<file path="src/rtl/limber_gnrl_fcs_append_pkg.sv">
// Shared definitions for the Ethernet TX FCS append controller.
// - state_e        : controller FSM encoding
// - CRC32_INIT     : CRC register seed (all ones)
// - CRC32_POLY     : reflected CRC-32 polynomial
// - crc32_byte     : one byte of reflected (LSB-first) CRC-32 update
// - bitrev32       : 32-bit bit reversal
package limber_gnrl_fcs_append_pkg;

  typedef enum logic [1:0] {
    ST_IDLE = 2'd0,
    ST_DATA = 2'd1,
    ST_PAD  = 2'd2,
    ST_FCS  = 2'd3
  } state_e;

  localparam logic [31:0] CRC32_INIT      = 32'hFFFF_FFFF;
  localparam logic [31:0] CRC32_POLY      = 32'hEDB8_8320;
  localparam int unsigned ETH_MIN_PAYLOAD = 60;

  function automatic logic [31:0] crc32_byte(input logic [31:0] crc, input logic [7:0] data);
    logic [31:0] c;
    c = crc ^ {24'h0, data};
    for (int i = 0; i < 8; i++) begin
      c = c[0] ? ((c >> 1) ^ CRC32_POLY) : (c >> 1);
    end
    return c;
  endfunction

  function automatic logic [31:0] bitrev32(input logic [31:0] v);
    logic [31:0] r;
    for (int i = 0; i < 32; i++) begin
      r[i] = v[31-i];
    end
    return r;
  endfunction

endpackage

</file>
<file path="src/rtl/limber_gnrl_crc32.sv">
// Byte-wide CRC-32 engine (IEEE 802.3 polynomial, reflected, seed all ones).
// Ports:
//   i_clk, i_rstn : clock, asynchronous active-low reset
//   i_clr         : reload the seed (has priority over i_data_vld)
//   i_data_vld    : fold i_data into the running CRC this cycle
//   i_data        : input byte, consumed LSB first
//   o_crc_data    : running CRC register, bit-reversed (MSB-first view)
module limber_gnrl_crc32
  import limber_gnrl_fcs_append_pkg::*;
(
  input  logic        i_clk,
  input  logic        i_rstn,
  input  logic        i_clr,
  input  logic        i_data_vld,
  input  logic [7:0]  i_data,
  output logic [31:0] o_crc_data
);

  logic [31:0] crc_q;

  always_ff @(posedge i_clk or negedge i_rstn) begin
    if (!i_rstn) begin
      crc_q <= CRC32_INIT;
    end else if (i_clr) begin
      crc_q <= CRC32_INIT;
    end else if (i_data_vld) begin
      crc_q <= crc32_byte(crc_q, i_data);
    end
  end

  assign o_crc_data = bitrev32(crc_q);

endmodule

</file>
<file path="src/rtl/limber_gnrl_fcs_append.sv">
// Ethernet TX FCS append controller. Passes payload bytes through with no
// added latency, zero-pads frames shorter than MIN_LEN bytes, then appends
// the 4-byte FCS least-significant byte first with m_last on the final byte.
// Ports:
//   i_clk, i_rstn              : clock, asynchronous active-low reset
//   s_data/s_valid/s_last/s_ready : upstream payload stream
//   m_data/m_valid/m_last/m_ready : downstream byte stream
//   o_busy                     : controller is not idle
//   o_frm_done                 : one-cycle pulse after the final FCS byte transfers
module limber_gnrl_fcs_append
  import limber_gnrl_fcs_append_pkg::*;
#(
  parameter int unsigned MIN_LEN = ETH_MIN_PAYLOAD,
  parameter int unsigned CNT_W   = 16
) (
  input  logic       i_clk,
  input  logic       i_rstn,
  input  logic [7:0] s_data,
  input  logic       s_valid,
  input  logic       s_last,
  output logic       s_ready,
  output logic [7:0] m_data,
  output logic       m_valid,
  output logic       m_last,
  input  logic       m_ready,
  output logic       o_busy,
  output logic       o_frm_done
);

  state_e             state_q;
  logic [CNT_W-1:0]   cnt_q;
  logic [CNT_W-1:0]   cnt_inc;
  logic [1:0]         idx_q;
  logic               frm_done_q;
  logic               min_reached;
  logic               s_xfer;
  logic               m_xfer;
  logic               crc_clr;
  logic               crc_vld;
  logic [7:0]         crc_din;
  logic [31:0]        crc_out;
  logic [31:0]        fcs;

  limber_gnrl_crc32 u_crc32 (
    .i_clk      (i_clk),
    .i_rstn     (i_rstn),
    .i_clr      (crc_clr),
    .i_data_vld (crc_vld),
    .i_data     (crc_din),
    .o_crc_data (crc_out)
  );

  // Saturating count; once pinned at all-ones the frame is never padded.
  assign cnt_inc     = (&cnt_q) ? cnt_q : cnt_q + 1'b1;
  assign min_reached = 32'(cnt_inc) >= MIN_LEN;

  assign s_xfer = s_valid & s_ready;
  assign m_xfer = m_valid & m_ready;

  // The engine neither clears nor updates while in FCS, so its output is the
  // snapshot taken on entry. Undo the engine's bit reversal, then complement.
  assign fcs = ~bitrev32(crc_out);

  assign crc_clr = (state_q == ST_IDLE);
  assign crc_vld = ((state_q == ST_DATA) & s_xfer) | ((state_q == ST_PAD) & m_xfer);
  assign crc_din = (state_q == ST_DATA) ? s_data : 8'h00;

  always_comb begin
    s_ready = 1'b0;
    m_valid = 1'b0;
    m_last  = 1'b0;
    m_data  = 8'h00;
    unique case (state_q)
      ST_IDLE: ;
      ST_DATA: begin
        s_ready = m_ready;
        m_valid = s_valid;
        m_data  = s_data;
      end
      ST_PAD: begin
        m_valid = 1'b1;
      end
      ST_FCS: begin
        m_valid = 1'b1;
        m_last  = (idx_q == 2'd3);
        unique case (idx_q)
          2'd0: m_data = fcs[7:0];
          2'd1: m_data = fcs[15:8];
          2'd2: m_data = fcs[23:16];
          2'd3: m_data = fcs[31:24];
        endcase
      end
    endcase
  end

  assign o_busy     = (state_q != ST_IDLE);
  assign o_frm_done = frm_done_q;

  always_ff @(posedge i_clk or negedge i_rstn) begin
    if (!i_rstn) begin
      state_q    <= ST_IDLE;
      cnt_q      <= '0;
      idx_q      <= 2'd0;
      frm_done_q <= 1'b0;
    end else begin
      frm_done_q <= 1'b0;
      unique case (state_q)
        ST_IDLE: begin
          cnt_q <= '0;
          idx_q <= 2'd0;
          if (s_valid) state_q <= ST_DATA;
        end
        ST_DATA: begin
          if (s_xfer) begin
            cnt_q <= cnt_inc;
            if (s_last) state_q <= min_reached ? ST_FCS : ST_PAD;
          end
        end
        ST_PAD: begin
          if (m_xfer) begin
            cnt_q <= cnt_inc;
            if (min_reached) state_q <= ST_FCS;
          end
        end
        ST_FCS: begin
          if (m_xfer) begin
            idx_q <= idx_q + 2'd1;
            if (idx_q == 2'd3) begin
              state_q    <= ST_IDLE;
              frm_done_q <= 1'b1;
            end
          end
        end
      endcase
    end
  end

endmodule

</file>
<file path="config.mk">
export PLATFORM = sky130hd
export DESIGN_NAME = limber_gnrl_fcs_append
export DESIGN_NICKNAME = d
export VERILOG_FILES = /design/src/rtl/limber_gnrl_fcs_append_pkg.sv /design/src/rtl/limber_gnrl_crc32.sv /design/src/rtl/limber_gnrl_fcs_append.sv
export SDC_FILE = /design/constraint.sdc
export NUM_CORES = 1
export LEC_CHECK = 0
export ABC_AREA = 1
export CAP_MARGIN = 30
export CORE_UTILIZATION = 35
export DETAILED_ROUTE_END_ITERATION = 6
export MAX_ROUTING_LAYER = met4
export PLACE_DENSITY = 0.54
export SLEW_MARGIN = 40
export SYNTH_ARGS = -nofsm -noshare
export SYNTH_HDL_FRONTEND = slang
export SYNTH_SLANG_ARGS = --single-unit
</file>
<file path="constraint.sdc">
create_clock -name i_clk -period 3.2 [get_ports i_clk]
set_clock_uncertainty 0.1 [all_clocks]
set_input_delay 0.64 -clock i_clk [delete_from_list [all_inputs] [get_ports i_clk]]
set_output_delay 0.64 -clock i_clk [all_outputs]
set_load 0.005 [all_outputs]
</file>
# Yosys cells after proc, flatten, opt, wreduce, memory -nomap -nowiden
# Cells that the tools add are included.
# op_classes
n_addsub,2
multipliers,0
div_mod_pow,0
magnitude_cmp,1
eq_ne,13
shifts,0
n_mux,34
n_bitwise,15
reduce_logical,11
# ops
operator,n
$mux 32,10
$not 13->14,8
$mux 16,3
$pmux 16 s3,1
$not 32->32,1
$pmux 8 s4,1
$xor 32x8->32,1
$add 16x1->16 const B,1
$ge 16x6->1 const B,1
$mux 2,8
$pmux 8 s2,1
$reduce_and 16->1,1
$ne 2x2->1 const B,7
$eq 2x2->1 const B,4
$mux 8,1
$pmux 2 s4,1
$reduce_and 7->1,1
$mux 1,6
$reduce_bool 2->1,3
$and 1x1->1,4
$eq 2x1->1 const B,2
$logic_not 2->1,2
$pmux 2 s2,1
$reduce_and 3->1,1
other kinds (6),6
# word_totals
regBits,53
latch_bits,0
mem_bits_rw,0
mem_bits_ro,0
in_bits,13
out_inout_bits,13
wordCells,81
memories,0

# Longest topological paths before layout
# Gate-level depths: netlist (run 1).
# depth
ltp_word,21
ltp_mapped,17
mapped_depth_nobuf,15

# Modules after synthesis
# A second synthesis (run 1) with hierarchy kept.
# hier_totals
hier_cells,647
hier_area_um2,4456.8
# by_module_without_submodules
module,n_inst,cells_each,area_each_um2,seq_area_each_um2
limber_gnrl_crc32,1,348,2484.9,840.8
limber_gnrl_fcs_append,1,299,1971.9,525.5

# Worst setup path before layout (run 1)
# Ideal clock, no wire load.
# synth_path
path_type,flip-flop to flip-flop
start,reg state_q[1]
end,reg u_crc32.crc_q[24]
setup_time_ns,0.076
arrival_ns,1.941
setup_slack_ns,1.083
stages_incl_launch_ff,16
synth_period_minus_slack_ns,2.117
cell_sequence,dfrtp_1 > inv_1 > ha_1 > buf_6 > buf_6 > nand2_2 > nand2_1 > nand2_2 > buf_6 > xor2_2 > xor2_1 > or2_1 > nand2_1 > nand2_1 > nand3_1 > nand2_1
# synth_between
elab_chain_len,18
elab_cells_between_ends,30
classes_between,3 x eq/ne; 13 x mux; 11 x bitwise; 3 x reduce/logical
# synth_rtl
item,line_no,source
start: declaration,limber_gnrl_fcs_append.sv:30,state_e state_q;
start signal: assignment,limber_gnrl_fcs_append.sv:116,if (s_last) state_q <= min_reached ? ST_FCS : ST_PAD;
$eq 2x1->1,"limber_gnrl_fcs_append.sv:65, limber_gnrl_fcs_append.sv:66, limber_gnrl_fcs_append.sv:73",
$mux 8,limber_gnrl_fcs_append.sv:66,assign crc_din = (state_q == ST_DATA) ? s_data : 8'h00;
$xor 32x8->32,limber_gnrl_fcs_append_pkg.sv:22,"c = crc ^ {24'h0, data};"
$mux 32,limber_gnrl_fcs_append_pkg.sv:24,c = c[0] ? ((c >> 1) ^ CRC32_POLY) : (c >> 1);
$not 13->14 (no source line),-,
$mux 32,limber_gnrl_fcs_append_pkg.sv:24,
$not 13->14 (no source line),-,
$mux 32 (2 in a row),limber_gnrl_fcs_append_pkg.sv:24,
$not 13->14 (no source line),-,
$mux 32,limber_gnrl_fcs_append_pkg.sv:24,
$not 13->14 (no source line),-,
$mux 32 (2 in a row),limber_gnrl_fcs_append_pkg.sv:24,
$not 13->14 (no source line),-,
$mux 32,limber_gnrl_fcs_append_pkg.sv:24,
$mux 32,limber_gnrl_crc32.sv:26,end else if (i_data_vld) begin
$mux 32,limber_gnrl_crc32.sv:24,end else if (i_clr) begin
end signal: assignment,limber_gnrl_crc32.sv:27,"crc_q <= crc32_byte(crc_q, i_data);"
end: declaration,limber_gnrl_crc32.sv:19,logic [31:0] crc_q;
# Several ways; a longest one is shown, not always the timed one. The select of a mux whose other input is x is not followed.
# A chain may end at the register's enable or synchronous reset.

# Final worst setup path (run 1)
# layout_path
start,reg idx_q[0]
end,out m_data[7]
# layout_between
elab_chain_len,3
elab_cells_between_ends,6
classes_between,3 x eq/ne; 2 x mux; 1 x reduce/logical
# layout_rtl
item,line_no,source
start: declaration,limber_gnrl_fcs_append.sv:33,logic [1:0] idx_q;
start signal: assignment,limber_gnrl_fcs_append.sv:127,idx_q <= idx_q + 2'd1;
"$eq 2x2->1, or another cell as far along",limber_gnrl_fcs_append.sv:86,unique case (idx_q)
$pmux 8 s4 (*),limber_gnrl_fcs_append.sv:86,
$pmux 8 s2 (*),limber_gnrl_fcs_append.sv:73,unique case (state_q)
end: declaration,limber_gnrl_fcs_append.sv:22,"output logic [7:0] m_data,"
# Every way passes the cells marked *; elsewhere a longest branch is shown, timed or not.

==> impl_metrics.ini, run 1 <==
[placed_design]
gp_congestion = 0.892
io_buffers = 25
dp_hpwl_mm = 8.09

[cts]
cts_buffer_depth = 2
clockRootBuffer = clkbuf_16
cts_hold_buf = 0
cts_setup_buffers = 0
clock_sinks = 53
cts_buffers = 5
insertion_delay_ns = 0.30
h-tree-depth = 2
cts_tree = yes
cts_resized = 0
clk_pin_slew_ns = 0.07

[routing]
ant_nets = 0
dr_wl_met2_mm = 4.87
top_layer_used = met4
drc = 0
vias_per_cell = 5.10
route.met3.wl_um = 539
firstDrtPassIters = 5
met1Wirelength_mm = 5.58
drt-initial-drc-count = 273
post_drt_wl_per_cell_um = 15.3
num_vias = 3682
wirelength_mm = 11.1

[sta]
clock.fmax_mhz = 330
finalSetupViolations = 0
setup_tns_ns = 0
maxSlewViolCount = 0
grt_setup_unrepaired = no
maxSlewHeadroom = 0.571
min_period_over_period = 0.947
worstMarginPinSlew_ns = 0.643
hold_viol = 0
period_needed_ns = 3.03

[floorplan]
die_w_um = 110
core_area_um2 = 11400
die_y_um = 110
rows = 39
initial_utilization = 0.360
ios = 26
fp.dieArea_um2 = 12200

[grt]
grt_usage = 0.196
grt_pass1_vias = 3528
antenna_found_initial = 0
grt.overflow.total = 0
grt_max_degree = 32
grt_pass1_wl_mm = 18.6

[power_and_ir_drop]
power_leakage_nw = 2.18
seq_power_share = 0.220
finalPower_w = 0.00569
power_frac_clock = 0.095
power.share.combinational = 0.685
swShare = 0.507
powerDensity_nw_per_um2 = 1220
switching_power_w = 0.00288
p_int_w = 0.00280
ir_worst_vdd_mv = 0.505

[worst_setup_path]
r2r_end = u_crc32.crc_q[20]
cp-start-kind = flip-flop
arrival_ns = 2.29
r2r_cells = 15
critPathKind = flip-flop to primary output
crit_fanout = 13
cp_data_required_time_ns = 2.46
rrSetupSlack_ns = 0.34
crit_path_end_kind = primary output
timing.rr.start = state_q[1]

[cells_and_area]
area_growth_pct = 13.5
fill_cells = 1217
ff_latch_area_um2 = 1370
nNetsFinal = 600
diodes = 0
layout-drive-gt1-share = 0.147
multi_input_area_um2 = 2360

[status]
status = complete, no violations

[synth]
synth.yosys.warnings = 0
synth_cell_types = 36
syn_avg_cell_area_um2 = 7.49
synth_cells = 549
syn_nets = 571
synth_area_um2 = 4110
synthFlopType = dfstp_2
synth_edf_count = 0
synth_seq_area_share = 0.332
ys_async_sr_fraction = 1.00
synth_seq_cells = 53

[job]
max_cap_violations = 0

[worst_hold_path]
hold_path.class = input pin to async pin
## power groups by stage
stage	clock network (W)	logic, W	registers [W]
2_1_floorplan	0	0.00297	0.00121
3_3_place_gp	0	0.00382	0.00125
3_5_place_dp	0	0.00386	0.00126
4_1_cts	0.000557	0.00388	0.00125
5_1_grt	0.000584	0.00435	0.00128
6_report	0.000543	0.00389	0.00125
## metrics by stage
step                 util  cell area (µm²)  hold slack [ns]  cells  setup WS [ns]
detailed placement  0.396             4520            0.383    714          0.166
CTS                 0.408             4660            0.357    722          0.113
global route        0.409             4670            0.224    722        0.00613
floorplan               -             4110            0.244    549           1.08
finish              0.409             4670            0.201    722          0.171
global placement    0.396             4520            0.385    714          0.207
## logic make-up after synthesis
family | count (synthesis) | share of synthesized area
AOI/OAI and AO/OA | 105 | 0.152
xor gates and xnor gates | 63 | 0.154
adders and majority gates | 9 | 0.0274
buffers and inverters | 92 | 0.0952
DFF | 53 | 0.332
and+or+nand+nor | 227 | 0.239
## cells in the mapped netlist, types with 8 or more instances
cell type,instances,area (µm²)
a21oi_1,25,125
dfstp_2,32,841
xor2_1,45,394
nand3_1,29,145
nand2_1,137,514
inv_1,72,270
o21ai_0,28,140
o22ai_1,25,156
dfrtp_1,21,526
ha_1,9,113
nand2_2,8,50.1
a211oi_1,8,60.1
nor2_1,34,128
xnor2_1,10,87.6
## sequential cells by signal (all words and copies together), names as in the netlist
register and count:
idx_q 2, u_crc32.crc_q 32, o_frm_done 1, state_q 2, cnt_q 16
## worst max-delay path, stage by stage (launching register included)
cell             delay (ns)
dfrtp_1                0.41
inv_1                  0.11
ha_1                   0.58
a211oi_1               0.11
o21ai_0                0.23
clkdlybuf4s50_1        0.54
## worst max path at each step
stage | depth (start not counted) | endpoint | slack [ns] | startpoint
finish | 5 | m_data[7] | 0.17 | idx_q[0]
global placement | 15 | u_crc32.crc_q[20] | 0.21 | state_q[1]
global route | 5 | m_data[7] | 0.006 | idx_q[0]
CTS | 6 | m_data[1] | 0.11 | state_q[1]
floorplan | 15 | u_crc32.crc_q[24] | 1.08 | state_q[1]
detailed placement | 15 | u_crc32.crc_q[20] | 0.17 | state_q[1]
## layer usage
metal	GRT usage	vias to the layer above
met5	-	-
met4	0.0382	0
met3	0.0263	5
met2	0.294	94
met1	0.284	1765
li1	-	1818
## layout by cell type, fill, tap and decap left out, drive strengths merged, types with 7 or more instances in the layout
cell type and n:
a211oi 8, dfstp 32, xnor2 10, o22ai 25, buf 13, a21oi 25, nor2 36, dfrtp 21
ha 9, inv 77, xor2 53, or2 7, clkdlybuf4s50 24, nand2 149, nand3 30, o21ai 31
## area by class of cell
type	instances	share of cell area
Clock buffer	6	0.0276
Multi-Input combinational cell	404	0.505
Inverter	77	0.0619
Tap cell	143	0.0383
Sequential cell	53	0.293
Clock inverter	2	0.00214
Timing Repair Buffer	37	0.0724
(Power assumes the default switching activity.)
==> run 2, diff against run 1 <==
- HOLD_SLACK_MARGIN: default -> 0.08
- MAX_ROUTING_LAYER: met4 -> default
- SKIP_CTS_REPAIR_TIMING: default -> 1
==> run 2 against run 1 <==
  * Flip-flop and latch count stayed put
  * First-iteration DRC count is 1.8% lower
  * Via count rose by 0.16%
  * Critical path depth rose by 1
  * Combinational power is 1% higher
  * Wire length increased by 1.2%
  * Register-to-register slack worse by 0.07 ns
  * Final cell count up 0.28%
  * Critical path type unchanged
  * Largest cell class unchanged
==> impl_metrics.ini, run 2 (same netlist as run 1, synthesis figures left out) <==
[worst_setup_path]
arrival_ns = 2.30
crit_path_end_kind = primary output
crit_fanout = 11
critPathKind = flip-flop to primary output
cp-start-kind = flip-flop
cp_data_required_time_ns = 2.46

[placed_design]
io_buffers = 25
place_inst = 716
dp_hpwl_mm = 8.16
gp_congestion = 0.885

[worst_hold_path]
hold_path.class = input pin to async pin

[grt]
antenna_found_initial = 0
grt_pass1_vias = 3564
grt_usage = 0.187
grt.overflow.total = 0
grt_max_degree = 38
grt_pass1_wl_mm = 18.2

[sta]
hold_viol = 0
maxSlewViolCount = 0
grt_setup_unrepaired = no
min_period_over_period = 0.950
worstMarginPinSlew_ns = 0.626
finalSetupViolations = 0
maxSlewHeadroom = 0.583
period_needed_ns = 3.04
clock.fmax_mhz = 329
setup_tns_ns = 0

[routing]
num_vias = 3688
post_drt_wl_per_cell_um = 15.5
drt-initial-drc-count = 268
vias_per_cell = 5.09
wirelength_mm = 11.2
ant_nets = 0
drc = 0
firstDrtPassIters = 5

[power_and_ir_drop]
finalPower_w = 0.00575
powerDensity_nw_per_um2 = 1230
power_frac_clock = 0.097
power_leakage_nw = 2.19
swShare = 0.506
power.share.combinational = 0.685
switching_power_w = 0.00291
seq_power_share = 0.218
p_int_w = 0.00284
ir_worst_vdd_mv = 0.612

[floorplan]
die_w_um = 110
die_y_um = 110
ios = 26
core_area_um2 = 11400
fp.dieArea_um2 = 12200
initial_utilization = 0.360
rows = 39

[cells_and_area]
fin_cells = 724
largest_reg_flops = 32
area_growth_pct = 14.0
multi_input_area_um2 = 2350
nNetsFinal = 602
diodes = 0
reg.largest.list = u_crc32.crc_q (32), cnt_q (16)
ff_latch_area_um2 = 1370
final_common_cell = nand2_1
final_cell_mix = nand2_1 (137), inv_1 (72), xor2_1 (45)
top_register = u_crc32.crc_q
fill_cells = 1210
layout-drive-gt1-share = 0.146

[status]
status = complete, no violations

[cts]
cts_tree = yes
clk_pin_slew_ns = 0.07
h-tree-depth = 2
insertion_delay_ns = 0.30
cts_buffer_depth = 2
clockRootBuffer = clkbuf_16
cts_buffers = 5
clock_sinks = 53

[job]
max_cap_violations = 0
==> run 2: changes by cell type in the layout (fill, tap and decap cells not counted) <==
| cell | previous run | this run |
|---|---|---|
| buf_4 | 13 | 15 |
| clkinv_2 | 2 | 0 |
| clkbuf_1 | 1 | 2 |
| clkbuf_8 | 0 | 1 |
| ha_1 | 8 | 9 |
| ha_2 | 1 | 0 |
==> run 2: path summary, 6_finish.rpt <==
check / slack [ns] / from / cells past startpoint / endpoint
max: 0.16 / state_q[1] / 6 / m_data[1]
min: 0.22 / i_rstn / 1 / cnt_q[10]
max reg2reg: 0.27 / state_q[1] / 15 / u_crc32.crc_q[20]
min reg2reg: 0.39 / u_crc32.crc_q[19] / 2 / u_crc32.crc_q[19]
max in group asynchronous: 2.16 / i_rstn / 2 / u_crc32.crc_q[31]
min in group i_clk: 0.39 / u_crc32.crc_q[19] / 2 / u_crc32.crc_q[19]
==> run 2: power by group through the flow <==
stage | registers, W | logic, W | clock network [W]
finish | 0.00125 | 0.00394 | 0.000559
global route | 0.00128 | 0.00436 | 0.000600
CTS | 0.00125 | 0.00393 | 0.000578
detailed placement | 0.00126 | 0.00390 | 0
global placement | 0.00125 | 0.00388 | 0
floorplan | 0.00121 | 0.00297 | 0
==> run 2: cell type report <==
type                            instances  area share
Inverter                               77      0.0616
Tap cell                              143      0.0382
Timing Repair Buffer                   39      0.0753
Clock buffer                            8      0.0312
Multi-Input combinational cell        404       0.502
Sequential cell                        53       0.291
==> run 2: critical path, cell delays in order, from the launching register on <==
cell	delay (ns)
dfrtp_1	0.41
inv_1	0.11
ha_1	0.54
buf_4	0.26
nand2_1	0.07
o21ai_0	0.09
clkdlybuf4s50_1	0.53
==> run 2: through the flow <==
step,worst slack [ns],util,hold slack [ns],area (µm²)
final,0.160,0.411,0.220,4690
after global routing,0.0107,0.411,0.248,4690
after CTS,0.130,0.411,0.233,4690
after detailed placement,0.326,0.398,0.380,4540
after global placement,0.320,0.398,0.378,4540
after floorplan,1.08,-,0.244,4110
==> run 2: metal layers <==
layer / track usage / part of all wire / vias up
li1: - / - / 1814
met1: 0.266 / 0.49 / 1723
met2: 0.290 / 0.44 / 129
met3: 0.0269 / 0.050 / 22
met4: 0.0613 / 0.019 / 0
met5: 0 / 0 / -
